**src/rtl/response_demux_pkg.sv**
```systemverilog
// Shared definitions for the request mux / response demux pair.
// Holds the consumer-ID type so the request-mux select and the demux
// issue_id are the same type, the helper that sizes it, and the
// hold-stage state encoding.
package response_demux_pkg;

  localparam int NUM_CONSUMERS = 8;

  // Width of a consumer index; never below one bit so a 1-consumer
  // configuration still produces a legal vector.
  function automatic int id_width(input int n);
    return (n > 1) ? $clog2(n) : 1;
  endfunction

  typedef logic [id_width(NUM_CONSUMERS)-1:0] consumer_id_t;

  typedef enum logic {
    HOLD_EMPTY = 1'b0,
    HOLD_FULL  = 1'b1
  } hold_state_t;

endpackage

```
**src/rtl/response_demux_id_fifo.sv**
```systemverilog
// In-order FIFO of consumer IDs waiting for their response.
// Ports:
//   clk, rst (async, active-low)
//   push, push_data  - write an entry (ignored while full)
//   pop, pop_data    - head entry, removed on pop (ignored while empty)
//   full, empty      - occupancy flags, derived from the registered count
//   count            - current number of entries
// Because full/empty come from the registered count, an entry written
// in one cycle is only visible at the head from the next cycle on.
module id_fifo #(
  parameter int DEPTH = 4,
  parameter int WIDTH = 3
) (
  input  logic                         clk,
  input  logic                         rst,
  input  logic                         push,
  input  logic [WIDTH-1:0]             push_data,
  input  logic                         pop,
  output logic [WIDTH-1:0]             pop_data,
  output logic                         full,
  output logic                         empty,
  output logic [$clog2(DEPTH+1)-1:0]   count
);

  localparam int PTR_W = $clog2(DEPTH);
  localparam int CNT_W = $clog2(DEPTH+1);
  localparam logic [CNT_W-1:0] FULL_COUNT = CNT_W'(DEPTH);

  logic [WIDTH-1:0] mem [DEPTH];
  logic [PTR_W-1:0] wr_ptr;
  logic [PTR_W-1:0] rd_ptr;
  logic             push_en;
  logic             pop_en;

  assign full     = (count == FULL_COUNT);
  assign empty    = (count == '0);
  assign push_en  = push && !full;
  assign pop_en   = pop && !empty;
  assign pop_data = mem[rd_ptr];

  // DEPTH is a power of two, so the pointers wrap by plain overflow.
  always_ff @(posedge clk or negedge rst) begin
    if (!rst) begin
      wr_ptr <= '0;
      rd_ptr <= '0;
      count  <= '0;
    end else begin
      if (push_en) wr_ptr <= wr_ptr + PTR_W'(1);
      if (pop_en)  rd_ptr <= rd_ptr + PTR_W'(1);
      case ({push_en, pop_en})
        2'b10:   count <= count + CNT_W'(1);
        2'b01:   count <= count - CNT_W'(1);
        default: count <= count;
      endcase
    end
  end

  // Storage needs no reset: only slots between the pointers are read.
  always_ff @(posedge clk) begin
    if (push_en) mem[wr_ptr] <= push_data;
  end

endmodule

```
**src/rtl/response_demux.sv**
```systemverilog
// Routes in-order responses from a shared resource back to the consumer
// whose request was forwarded first, using a FIFO of issued IDs and a
// single-entry output holding stage.
// Ports:
//   clk, rst (async, active-low)
//   issue_valid, issue_id, issue_ready - record the ID of a forwarded request
//   resp_valid, resp_data, resp_ready  - in-order response stream
//   out_valid, out_data, out_ready     - per-consumer delivery
//   outstanding                        - IDs waiting for a response
//   err_unexpected                     - pulse after a response with nothing outstanding
module response_demux
  import response_demux_pkg::*;
#(
  parameter int REQ_NUMBER = 8,
  parameter int REQ_WIDTH  = 32,
  parameter int FIFO_DEPTH = 4
) (
  input  logic                               clk,
  input  logic                               rst,
  input  logic                               issue_valid,
  input  logic [id_width(REQ_NUMBER)-1:0]    issue_id,
  output logic                               issue_ready,
  input  logic                               resp_valid,
  input  logic [REQ_WIDTH-1:0]               resp_data,
  output logic                               resp_ready,
  output logic [REQ_NUMBER-1:0]              out_valid,
  output logic [REQ_WIDTH-1:0]               out_data [REQ_NUMBER],
  input  logic [REQ_NUMBER-1:0]              out_ready,
  output logic [$clog2(FIFO_DEPTH+1)-1:0]    outstanding,
  output logic                               err_unexpected
);

  localparam int ID_W = id_width(REQ_NUMBER);

  hold_state_t          state;
  hold_state_t          next_state;
  logic [ID_W-1:0]      hold_id;
  logic [ID_W-1:0]      head_id;
  logic [REQ_WIDTH-1:0] hold_data;
  logic                 fifo_full;
  logic                 fifo_empty;
  logic                 hold_ready;
  logic                 accept;
  logic                 drain;

  id_fifo #(
    .DEPTH (FIFO_DEPTH),
    .WIDTH (ID_W)
  ) u_id_fifo (
    .clk       (clk),
    .rst       (rst),
    .push      (issue_valid),
    .push_data (issue_id),
    .pop       (accept),
    .pop_data  (head_id),
    .full      (fifo_full),
    .empty     (fifo_empty),
    .count     (outstanding)
  );

  // issue_ready comes from the registered count only, so a pop frees a
  // slot in the next cycle and out_ready never reaches issue_ready.
  assign issue_ready = !fifo_full;
  assign hold_ready  = out_ready[hold_id];
  assign resp_ready  = !fifo_empty && ((state == HOLD_EMPTY) || hold_ready);
  assign accept      = resp_valid && resp_ready;
  assign drain       = (state == HOLD_FULL) && hold_ready;

  always_ff @(posedge clk or negedge rst) begin
    if (!rst) begin
      state <= HOLD_EMPTY;
    end else begin
      state <= next_state;
    end
  end

  // A new acceptance always leaves the stage full, even when the old
  // contents drain in the same cycle; that keeps one response per cycle.
  always_comb begin
    next_state = state;
    out_valid  = '0;
    case (state)
      HOLD_EMPTY: if (accept) next_state = HOLD_FULL;
      HOLD_FULL:  if (drain && !accept) next_state = HOLD_EMPTY;
      default:    next_state = HOLD_EMPTY;
    endcase
    for (int i = 0; i < REQ_NUMBER; i++) begin
      out_valid[i] = (state == HOLD_FULL) && (hold_id == ID_W'(i));
      out_data[i]  = hold_data;
    end
  end

  always_ff @(posedge clk or negedge rst) begin
    if (!rst) begin
      hold_id        <= '0;
      hold_data      <= '0;
      err_unexpected <= 1'b0;
    end else begin
      if (accept) begin
        hold_id   <= head_id;
        hold_data <= resp_data;
      end
      err_unexpected <= resp_valid && fifo_empty;
    end
  end

endmodule

```
**config.mk**
```make
export PLATFORM = sky130hd
export DESIGN_NAME = response_demux
export DESIGN_NICKNAME = d
export VERILOG_FILES = /design/src/rtl/response_demux_pkg.sv /design/src/rtl/response_demux_id_fifo.sv /design/src/rtl/response_demux.sv
export SDC_FILE = /design/constraint.sdc
export NUM_CORES = 1
export LEC_CHECK = 0
export CORE_AREA = 2 2 122 124
export CTS_CLUSTER_SIZE = 14
export DETAILED_ROUTE_END_ITERATION = 7
export DIE_AREA = 0 0 124 126
export PLACE_DENSITY = 0.75
export SLEW_MARGIN = 10
export SYNTH_ARGS = -nofsm -noshare
export SYNTH_HDL_FRONTEND = slang
export SYNTH_SLANG_ARGS = --single-unit
export TNS_END_PERCENT = 10
```
**constraint.sdc**
```tcl
create_clock -name clk -period 4.84 [get_ports clk]
set_input_delay 1.21 -clock clk [delete_from_list [all_inputs] [get_ports clk]]
set_output_delay 1.21 -clock clk [all_outputs]
set_load 0.01 [all_outputs]
```
==> results of run 1 <==
-- area by class of cell --
cell class,instances,share of cell area
clock inverters,3,0.00424
flip-flops and latches,56,0.248
inverters,5,0.00318
repair buffers,317,0.537
well taps,184,0.0390
clock buffers,5,0.0212
multi-input cells,92,0.147
-- cells in the mapped netlist (all sizes together) --
| master | count | share of area |
|---|---|---|
| nor2b | 1 | 0.0015 |
| nor3b | 1 | 0.0018 |
| xor2 | 1 | 0.0021 |
| mux2i | 1 | 0.0024 |
| nand2b | 3 | 0.0046 |
| nor3 | 3 | 0.0037 |
| inv | 5 | 0.0046 |
| and2 | 2 | 0.0031 |
| and3 | 4 | 0.0061 |
| a311oi | 1 | 0.0021 |
| nor2 | 9 | 0.0082 |
| buf | 229 | 0.43 |
| dfrtp | 44 | 0.27 |
| xnor2 | 5 | 0.011 |
| nand2 | 5 | 0.0046 |
| ha | 5 | 0.015 |
| fa | 1 | 0.0049 |
| edfxtp | 12 | 0.088 |
| o32a | 1 | 0.0024 |
| nand4 | 1 | 0.0031 |
| mux4 | 3 | 0.016 |
| mux2 | 40 | 0.11 |
| nand3b | 1 | 0.0018 |
| clkbuf | 1 | 0.00092 |
| or3 | 1 | 0.0027 |
| nand3 | 3 | 0.0037 |
-- metrics by stage --
| step | instance area (um^2) | util | setup WS [ps] | cells |
|---|---|---|---|---|
| 2_1_floorplan | 4100 | - | 1520 | 383 |
| 3_3_place_gp | 5750 | 0.401 | 625 | 654 |
| 3_5_place_dp | 5750 | 0.401 | 635 | 654 |
| 4_1_cts | 5900 | 0.412 | 611 | 662 |
| 5_1_grt | 5900 | 0.412 | 573 | 662 |
| 6_report | 5900 | 0.412 | 647 | 662 |
-- logic make-up (layout without fill, tap and decap cells) --
| logic type | Yosys count | count (layout) |
|---|---|---|
| flops | 56 | 56 |
| xor+xnor | 6 | 6 |
| buf+inv | 235 | 330 |
| simple gates | 34 | 34 |
| compound gates | 2 | 2 |
| mux | 44 | 44 |
| fa+ha+maj | 6 | 6 |
-- metal layers --
metal,share of wire,GRT usage,vias to the layer above
li1,-,-,1197
met1,0.36,0.115,1277
met2,0.56,0.214,143
met3,0.067,0.0240,9
met4,0.010,0.0264,0
met5,0,0,-
-- flip-flops by register name, indices dropped and copies added (netlist names) --
| register | count |
|---|---|
| err_unexpected | 1 |
| hold_data | 32 |
| hold_id | 3 |
| state | 1 |
| u_id_fifo.count | 3 |
| u_id_fifo.mem | 12 |
| u_id_fifo.rd_ptr | 2 |
| u_id_fifo.wr_ptr | 2 |
-- report_power, final --
group | switching (mW) | total [mW] | internal, mW | leakage [nW]
registers | 0.420 | 1.11 | 0.694 | 0.627
logic | 1.25 | 3.39 | 2.15 | 1.60
clock network | 0.177 | 0.373 | 0.196 | 0.0708
total | 1.84 | 4.88 | 3.04 | 2.30
-- worst max-delay path, delay by kind of cell --
family,cells,cell delay (ps)
buffers and inverters,2,1050
and+or+nand+nor,2,340
AOI/OAI and AO/OA,1,220
muxes,1,150
-- how the worst max path moves through the flow --
| stage | start | end | slack [ps] | depth (start not counted) |
|---|---|---|---|---|
| CTS | out_ready[5] | resp_ready | 610 | 6 |
| global route | out_ready[5] | resp_ready | 570 | 6 |
| floorplan | out_ready[6] | u_id_fifo.count[2]$_DFFE_PN0P_ | 1520 | 11 |
| global placement | out_ready[7] | resp_ready | 630 | 6 |
| detailed placement | out_ready[5] | resp_ready | 640 | 6 |
| finish | out_ready[5] | resp_ready | 650 | 6 |
==> results_dict.tcl, run 1 <==
set metrics [dict create \
    antenna_cells 0 \
    worst_pin_slew_ps 1020 \
    cts_setup_buffers 0 \
    grt_start_max_net_pins 45 \
    status "completed" \
    cts.clk_slew.worst_paths_ps 80 \
    yosys.area_share.adder 0.0202 \
    muxShareOfSynthArea 0.130 \
    hold_end "u_id_fifo.count[2]$_DFFE_PN0P_" \
    fillers 1335 \
    final_hold_viol_count 0 \
    start_util 0.286 \
    fmax_ghz 0.238 \
    slowest_stage "clkdlybuf4s50_1" \
    crit_top_cell "clkdlybuf4s50_1" \
    antenna_found_initial 0 \
    min_period_over_period 0.866 \
    dieArea_um2 15600 \
    dr.first_iter.drc_count 42 \
    clock_latency_ps 300 \
    cts_hold_buf 0 \
    vias 2626 \
    finish.net_count 530 \
    worstHoldPathType "reg2reg" \
    synth_top_family_by_area "buffers and inverters" \
    synth_compound_area_frac 0.00458 \
    cts_made_buffers 5 \
    post_cts_resized 0 \
    r2r_end "u_id_fifo.count[2]$_DFFE_PN0P_" \
    antenna_left 0 \
    maxCapViolCount 0 \
    cts_root_buf "clkbuf_16" \
    io_buffers 316 \
    synth-simple-area-share 0.0449 \
    worstPathRequired_ps 3630 \
    min_from "u_id_fifo.count[2]$_DFFE_PN0P_" \
    slew_viol_final 0 \
    avgSynthCellArea_um2 10.7 \
    synthXorXnorAreaFrac 0.0128 \
    viasPerCell 3.97 \
    path_cells "clkdlybuf4s50_1 > mux2_1 > o32a_1 > nand2_1 > nor3b_1 > clkdlybuf4s50_1" \
    syn_inst 383 \
    place.gp.congestion 0.739 \
    relSlewSlack 0.323 \
    power-per-cell-area_nw_per_um2 828 \
    ys_ff_latch 56 \
    ff2ff_path_depth 9 \
    rsz0062_at_grt "false" \
    min_period_ps 4190 \
    cts_num_sinks 56 \
    cts_tree "yes" \
    wl_per_cell_um 13.9 \
    h-tree-depth 2 \
    synth_warnings 0 \
    syn_nets 436 \
    holdPathStages 1 \
    cpPeakStageDelay_ps 590 \
    final_common_cell "clkdlybuf4s50_1" \
    area_delta_synth_final_pct 44.0 \
    grt_pass1_wl_mm 13.3 \
    r2r-start "hold_id[1]$_DFFE_PN0P_" \
    syn_area_um2 4100 \
    clock-skew-final_ps 8.35 \
    multi_input_area_um2 870 \
    wirelength_mm 9.20 \
    dp_hpwl_mm 7.35 \
    ios 317 \
    dr.pass1.iters 4 \
    synth.distinct_cells 31 \
    grtUsageTotal 0.109 \
    chipHeight_um 126 \
    most-common-layout-cells "315 x clkdlybuf4s50_1, 44 x dfrtp_1, 37 x mux2_1" \
    arrival_ps 2980 \
    cp_max_fo 3 \
    drive_gt1_frac 0.0397 \
    setup_tns_ps 0 \
    critPathCaptureType "output port" \
    total_power_mw 4.88 \
    drc 0 \
    peakVddDrop_mv 0.496 \
    die_w_um 124 \
    path_class "in2out" \
    grt_pass1_vias 2458 \
    p_leak_nw 2.30 \
    regArea_um2 1460 \
    core.rowCount 44 \
    hold_ws_ps 556 \
    core_area_um2 14300 \
    finalSetupViolCount 0 \
    seq_area_frac_synth 0.357 \
    clockBufferDepth 2 \
    reg2reg_setup_slack_ps 2270 \
    worst_setup_path_start_kind "input pin" \
    gr-total-overflow 0 \
]
Note: power is estimated with default switching activity, not from simulation.
==> run 2: changes to the inputs <==
Settings changed: SKIP_LAST_GASP from default to 1.
==> results of run 2 <==
The final DEF is identical to that of run 1; final timing and power are the same.
